===== src/rtl/vga_timing_pkg.sv =====
`default_nettype none
// ============================================================================
//  Module      : vga_timing_pkg
//  Description : Shared VGA timing constants for the 640x480@60 scan
//                generator: default porch/sync widths, derived totals,
//                sync window bounds and the coordinate width.
//  Revision    : 1.0 - initial release
// ============================================================================
package vga_timing_pkg;

    // Width of the column/line counters and coordinate outputs.
    localparam int c_coord_w       = 10;

    // Horizontal timing in pixels.
    localparam int c_h_active      = 640;
    localparam int c_h_fp          = 16;
    localparam int c_h_sync        = 96;
    localparam int c_h_bp          = 48;
    localparam int c_h_total       = c_h_active + c_h_fp + c_h_sync + c_h_bp;
    localparam int c_h_sync_start  = c_h_active + c_h_fp;
    localparam int c_h_sync_end    = c_h_sync_start + c_h_sync - 1;

    // Vertical timing in lines.
    localparam int c_v_active      = 480;
    localparam int c_v_fp          = 10;
    localparam int c_v_sync        = 2;
    localparam int c_v_bp          = 33;
    localparam int c_v_total       = c_v_active + c_v_fp + c_v_sync + c_v_bp;
    localparam int c_v_sync_start  = c_v_active + c_v_fp;
    localparam int c_v_sync_end    = c_v_sync_start + c_v_sync - 1;

endpackage
`default_nettype wire


===== src/rtl/clk_en_div.sv =====
`default_nettype none
// ============================================================================
//  Module      : clk_en_div
//  Description : Pixel-enable divider. Produces a registered one-clk tick
//                once every CLK_DIV clk cycles; with CLK_DIV=1 the tick is
//                high on every cycle out of reset.
//  Revision    : 1.0 - initial release
// ============================================================================
module clk_en_div #(
    parameter int CLK_DIV = 2
) (
    input  logic clk,
    input  logic rst,
    output logic tick
);

    localparam int                   c_phase_w = (CLK_DIV > 1) ? $clog2(CLK_DIV) : 1;
    localparam logic [c_phase_w-1:0] c_last    = c_phase_w'(CLK_DIV - 1);

    logic [c_phase_w-1:0] r_phase;
    logic                 r_tick;

    // Phase counter wraps at CLK_DIV-1; the tick register fires on that phase.
    always_ff @(posedge clk or negedge rst) begin
        if (!rst) begin
            r_phase <= '0;
            r_tick  <= 1'b0;
        end else begin
            r_tick <= (r_phase == c_last);
            if (r_phase == c_last) begin
                r_phase <= '0;
            end else begin
                r_phase <= r_phase + c_phase_w'(1);
            end
        end
    end

    assign tick = r_tick;

endmodule
`default_nettype wire


===== src/rtl/vga_scan_gen.sv =====
`default_nettype none
// ============================================================================
//  Module      : vga_scan_gen
//  Description : VGA raster scan generator. Column/line counters advance on
//                the pixel tick; sync, blanking and the frame-update pulse
//                are decoded from the next-state counter values and
//                registered so they align with the counters.
//  Revision    : 1.0 - initial release
// ============================================================================
module vga_scan_gen
    import vga_timing_pkg::*;
#(
    parameter int CLK_DIV  = 2,
    parameter int H_ACTIVE = c_h_active,
    parameter int H_FP     = c_h_fp,
    parameter int H_SYNC   = c_h_sync,
    parameter int H_BP     = c_h_bp,
    parameter int V_ACTIVE = c_v_active,
    parameter int V_FP     = c_v_fp,
    parameter int V_SYNC   = c_v_sync,
    parameter int V_BP     = c_v_bp
) (
    input  logic                 clk,
    input  logic                 rst,
    output logic                 pixTick,
    output logic [c_coord_w-1:0] xLength,
    output logic [c_coord_w-1:0] yLength,
    output logic                 hsync,
    output logic                 vsync,
    output logic                 videoOn,
    output logic                 update
);

    localparam logic [c_coord_w-1:0] c_x_last   = c_coord_w'(H_ACTIVE + H_FP + H_SYNC + H_BP - 1);
    localparam logic [c_coord_w-1:0] c_y_last   = c_coord_w'(V_ACTIVE + V_FP + V_SYNC + V_BP - 1);
    localparam logic [c_coord_w-1:0] c_x_act    = c_coord_w'(H_ACTIVE);
    localparam logic [c_coord_w-1:0] c_y_act    = c_coord_w'(V_ACTIVE);
    localparam logic [c_coord_w-1:0] c_hs_start = c_coord_w'(H_ACTIVE + H_FP);
    localparam logic [c_coord_w-1:0] c_hs_end   = c_coord_w'(H_ACTIVE + H_FP + H_SYNC - 1);
    localparam logic [c_coord_w-1:0] c_vs_start = c_coord_w'(V_ACTIVE + V_FP);
    localparam logic [c_coord_w-1:0] c_vs_end   = c_coord_w'(V_ACTIVE + V_FP + V_SYNC - 1);

    logic                 w_tick;
    logic [c_coord_w-1:0] w_x_next;
    logic [c_coord_w-1:0] w_y_next;
    logic [c_coord_w-1:0] r_x;
    logic [c_coord_w-1:0] r_y;
    logic                 r_hsync;
    logic                 r_vsync;
    logic                 r_video;
    logic                 r_update;

    clk_en_div #(
        .CLK_DIV (CLK_DIV)
    ) u_div (
        .clk  (clk),
        .rst  (rst),
        .tick (w_tick)
    );

    // Next raster position: step the column on a tick, step the line on a column wrap.
    always_comb begin
        w_x_next = r_x;
        w_y_next = r_y;
        if (w_tick) begin
            if (r_x == c_x_last) begin
                w_x_next = '0;
                if (r_y == c_y_last) begin
                    w_y_next = '0;
                end else begin
                    w_y_next = r_y + c_coord_w'(1);
                end
            end else begin
                w_x_next = r_x + c_coord_w'(1);
            end
        end
    end

    // Counters plus decodes of the next position, so every output moves on the same edge.
    always_ff @(posedge clk or negedge rst) begin
        if (!rst) begin
            r_x      <= '0;
            r_y      <= '0;
            r_hsync  <= 1'b1;
            r_vsync  <= 1'b1;
            r_video  <= 1'b1;
            r_update <= 1'b0;
        end else begin
            r_x      <= w_x_next;
            r_y      <= w_y_next;
            r_hsync  <= !((w_x_next >= c_hs_start) && (w_x_next <= c_hs_end));
            r_vsync  <= !((w_y_next >= c_vs_start) && (w_y_next <= c_vs_end));
            r_video  <= (w_x_next < c_x_act) && (w_y_next < c_y_act);
            // Only the moving edge into the first blanking line qualifies.
            r_update <= w_tick && (w_x_next == '0) && (w_y_next == c_y_act);
        end
    end

    assign pixTick = w_tick;
    assign xLength = r_x;
    assign yLength = r_y;
    assign hsync   = r_hsync;
    assign vsync   = r_vsync;
    assign videoOn = r_video;
    assign update  = r_update;

endmodule
`default_nettype wire


===== config.mk =====
export PLATFORM = sky130hd
export DESIGN_NAME = vga_scan_gen
export DESIGN_NICKNAME = d
export VERILOG_FILES = /design/src/rtl/vga_timing_pkg.sv /design/src/rtl/clk_en_div.sv /design/src/rtl/vga_scan_gen.sv
export SDC_FILE = /design/constraint.sdc
export NUM_CORES = 1
export LEC_CHECK = 0
export CAP_MARGIN = 20
export CORE_MARGIN = 5
export CORE_UTILIZATION = 40
export CTS_BUF_LIST = sky130_fd_sc_hd__clkbuf_8 sky130_fd_sc_hd__clkbuf_16
export DETAILED_ROUTE_END_ITERATION = 10
export PLACE_DENSITY = 0.73
export SKIP_CTS_REPAIR_TIMING = 1
export SYNTH_ARGS = -nofsm -noshare
export SYNTH_HDL_FRONTEND = slang
export SYNTH_HIERARCHICAL = 1
export SYNTH_SLANG_ARGS = --single-unit

===== constraint.sdc =====
create_clock -name clk -period 2.3 [get_ports clk]
set_clock_uncertainty 0.15 [all_clocks]
set_input_delay 0.575 -clock clk [delete_from_list [all_inputs] [get_ports clk]]
set_output_delay 0.575 -clock clk [all_outputs]
set_load 0.005 [all_outputs]

==> out/metrics.csv <==
stage;metric;value;unit
outcome;status;finished with violations;
outcome;violations;negative setup slack;
setup_path;worst-r2r-cell-count;8;
detailed_routing;drt-pass1-iter-count;4;
synth;syn_avg_cell_area;9.18;µm²
sta;rsz0062_at_grt;true;
synth;synth-adder-area-share;2.34;%
sta;fin_crit_sh;100;%
synth;synth_top_family_by_area;simple AND/OR/NAND/NOR gates;
run;maxCapViolCount;0;
sta;finalMaxSlewViolations;0;
clock_tree;root_buffer;clkbuf_8;
die;core;3940;µm²
grt;grt-ovfl-total;0;
sta;setup-violations-final;1;
placement;dp_hpwl;2.77;mm
placement;place_congestion;0.837;
grt;grt_pass1_wl;6.12;mm
min_path;hold_start;u_div/r_phase;
cells_and_area;nFillCells;356;
die;fp.dieArea;5380;µm²
detailed_routing;postRouteAntennaNets;0;
setup_path;crit_fanout;5;
synth;synthFlopType;dfrtp_1;
synth;synth_sequential_area_ratio;40.7;%
synth;synthCells;175;
detailed_routing;wl_per_cell;13.3;µm
setup_path;end_kind;register;
clock_tree;cts_max_level;1;
setup_path;worst-path-buf-inv;1;
sta;worst_slew_pin_slew;0.334;ns
detailed_routing;route.detailed.drc;0;
die;die_h;73.4;µm
sta;fin_crit;2.31;ns
synth;synth_compound_area_share;13.6;%
grt;antenna_found_initial;0;
setup_path;max_stage_delay;0.53;ns
power_and_ir_drop;clkPwrFrac;38.6;%
power_and_ir_drop;leakagePower;0.000869;µW
sta;layout_setup_ws;-0.00513;ns
sta;timing.fmax;434;MHz
detailed_routing;vias_per_cell;5.34;
setup_path;critPathLaunchType;register;
die;start_util;40.7;%
synth;async_flop_share;100;%
sta;relSlewSlack;77.5;%
synth;synth.distinct_cells;51;
grt;grt_pass1_vias;1301;
power_and_ir_drop;pwr-share-seq;60.0;%
setup_path;cpMaxStageDelayCell;or4_4;
power_and_ir_drop;peakVddDrop;0.210;mV
cells_and_area;area_growth;30.0;%
setup_path;path_cells;inv_2 -> ha_1 -> or2b_4 -> or4_4 -> a21oi_2 -> o21ai_2 -> nor4_2 -> and4b_1;
clock_tree;clock_path_buffers;2;
setup_path;path_class;reg -> reg;
setup_path;cp.depth;8;
placement;postPlaceCellArea;2020;µm²
die;num_rows;23;
synth;synth-edff-count;0;
clock_tree;clock-sinks;26;
grt;grt_usage;14.5;%
synth;synth-seq-cells;26;
setup_path;cp_top_family;simple AND/OR/NAND/NOR gates;
min_path;min_path_cells;0;
cells_and_area;design_area;2090;µm²
synth;synthSimpleGateAreaFrac;29.7;%
detailed_routing;via_count;1431;
power_and_ir_drop;power.density;365;nW/µm²
detailed_routing;drt_iter0_drc;87;
power_and_ir_drop;comb_power_share;1.5;%
sta;holdWs;0.242;ns
cells_and_area;drive_gt1_share;20.2;%
detailed_routing;routed_wl;3.57;mm
cells_and_area;nNetsFinal;224;
power_and_ir_drop;netSwitchingPower;150;µW
synth;synth_nets;180;
sta;fin_setup_tns;-0.00513;ns
synth;yosysWarningCount;6;
setup_path;required;2.36;ns
setup_path;cp-startpoint;yLength[0];
die;ios;27;
cells_and_area;antenna_cells;0;
min_path;hold_path_class;reg -> reg;
setup_path;arrival;2.36;ns
clock_tree;clkLatencyLatePin;0.27;ns
synth;synth_xor_area_share;6.00;%
clock_tree;numCtsBuffers;3;
sta;hold_viol_final;0;
grt;grt_max_degree;27;
clock_tree;cts_tree;done;
synth;synthMuxAreaShare;1.25;%
power_and_ir_drop;swShare;19.6;%
clock_tree;clk_pin_slew;0.09;ns
synth;mappedNetlistArea;1610;µm²
power_and_ir_drop;p_int;612;µW
setup_path;rr_startpoint;yLength[0];
placement;portBuffers;26;
die;fp.dieW;73.4;µm
## layer usage
metal  part of all wire [%]  wire length [µm]  track usage, %
met1                     49              1770            21.7
met2                     46              1630            21.8
met3                    4.2               149            1.78
met4                   0.64                23            4.23
met5                      0                 0               0
## registers in the layout, indices dropped and copies added (netlist names)
name,flops
u_div/tick,1
hsync,1
vsync,1
xLength,10
yLength,10
videoOn,1
u_div/r_phase,1
update,1
## final timing paths
check                                   to  slack (ns)
worst max-delay path                update      -0.005
worst max register to register      update      -0.005
worst min register to register  u_div/tick        0.24
worst min-delay path            u_div/tick        0.24
max in group asynchronous            vsync        1.19
min in group asynchronous       xLength[1]        0.52
## power groups by stage
stage                     sequential [µW]  combinational, µW  clock, µW
after floorplan                       466           0.000333          0
after global placement                466               11.9          0
after detailed placement              466               11.8          0
after CTS                             457               11.9        302
after global routing                  457               13.7        322
final                                 457               11.1        294
## layout by cell type (no fill, tap or decap), types with 2 or more instances in the layout
| master | n |
|---|---|
| and2_2 | 2 |
| o31ai_1 | 2 |
| ha_1 | 3 |
| clkdlybuf4s50_1 | 26 |
| xnor2_1 | 9 |
| buf_4 | 21 |
| nor4_1 | 2 |
| a21oi_1 | 7 |
| nand3_1 | 13 |
| nor3_1 | 5 |
| nor2_1 | 12 |
| xor2_1 | 2 |
| dfstp_2 | 3 |
| inv_1 | 9 |
| nand4b_1 | 3 |
| dfrtp_1 | 23 |
| mux2i_1 | 2 |
| and4_1 | 2 |
| nand2_1 | 13 |
| a21oi_2 | 2 |
| o21ai_0 | 10 |
| o2bb2ai_1 | 2 |
| clkbuf_8 | 4 |
| and4b_1 | 2 |
| and3_2 | 2 |
| and3_1 | 3 |
| or3_1 | 5 |
| nand4_1 | 5 |
## area by class of cell
type | count | area (µm²) | share of cell area, %
multi-input combinational | 131 | 861 | 41.2
timing repair buffer | 47 | 418 | 20.0
inverter | 10 | 37.5 | 1.80
tap | 50 | 62.6 | 3.00
clock buffer | 4 | 55.1 | 2.64
sequential | 26 | 654 | 31.3
## stage by stage
stage / total power, µW / utilization [%] / setup WS (ns) / instances
after floorplan: 466 / - / 0.0244 / 175
after global placement: 478 / 51.3 / 0.0659 / 264
after detailed placement: 478 / 51.3 / -0.0586 / 264
after CTS: 771 / 52.7 / -0.0753 / 268
after global routing: 793 / 53.0 / -0.124 / 268
final: 762 / 53.0 / -0.00513 / 268
## cell usage after synthesis (all sizes together) (5+ instances only)
cell type  number  area [µm²]
nor3            6        35.0
nand4           5        31.3
nand2          13        48.8
and3            5        33.8
xnor2           9        78.8
nor2           12        45.0
nand3          13        65.1
o21ai          11        58.8
a21oi           9        48.8
clkbuf          5        48.8
or3             5        31.3
dfrtp          23         576
inv            10        37.5
## worst register-to-register path: cells and delay by family (launching register included)
family          cells  cell delay, ns
fa+ha+maj           1            0.13
simple gates        4            1.24
buf+inv             1            0.08
flops               1            0.39
compound gates      2            0.26
## cells by family (layout without fill, tap and decap cells)
kind of cell	Yosys count	in the layout
and+or+nand+nor	81	81
muxes	2	2
DFF	26	26
AOI/OAI and AO/OA	34	34
adders and majority gates	3	3
xor gates and xnor gates	11	11
buffers and inverters	18	61
Note: power is estimated with default switching activity, not from simulation.
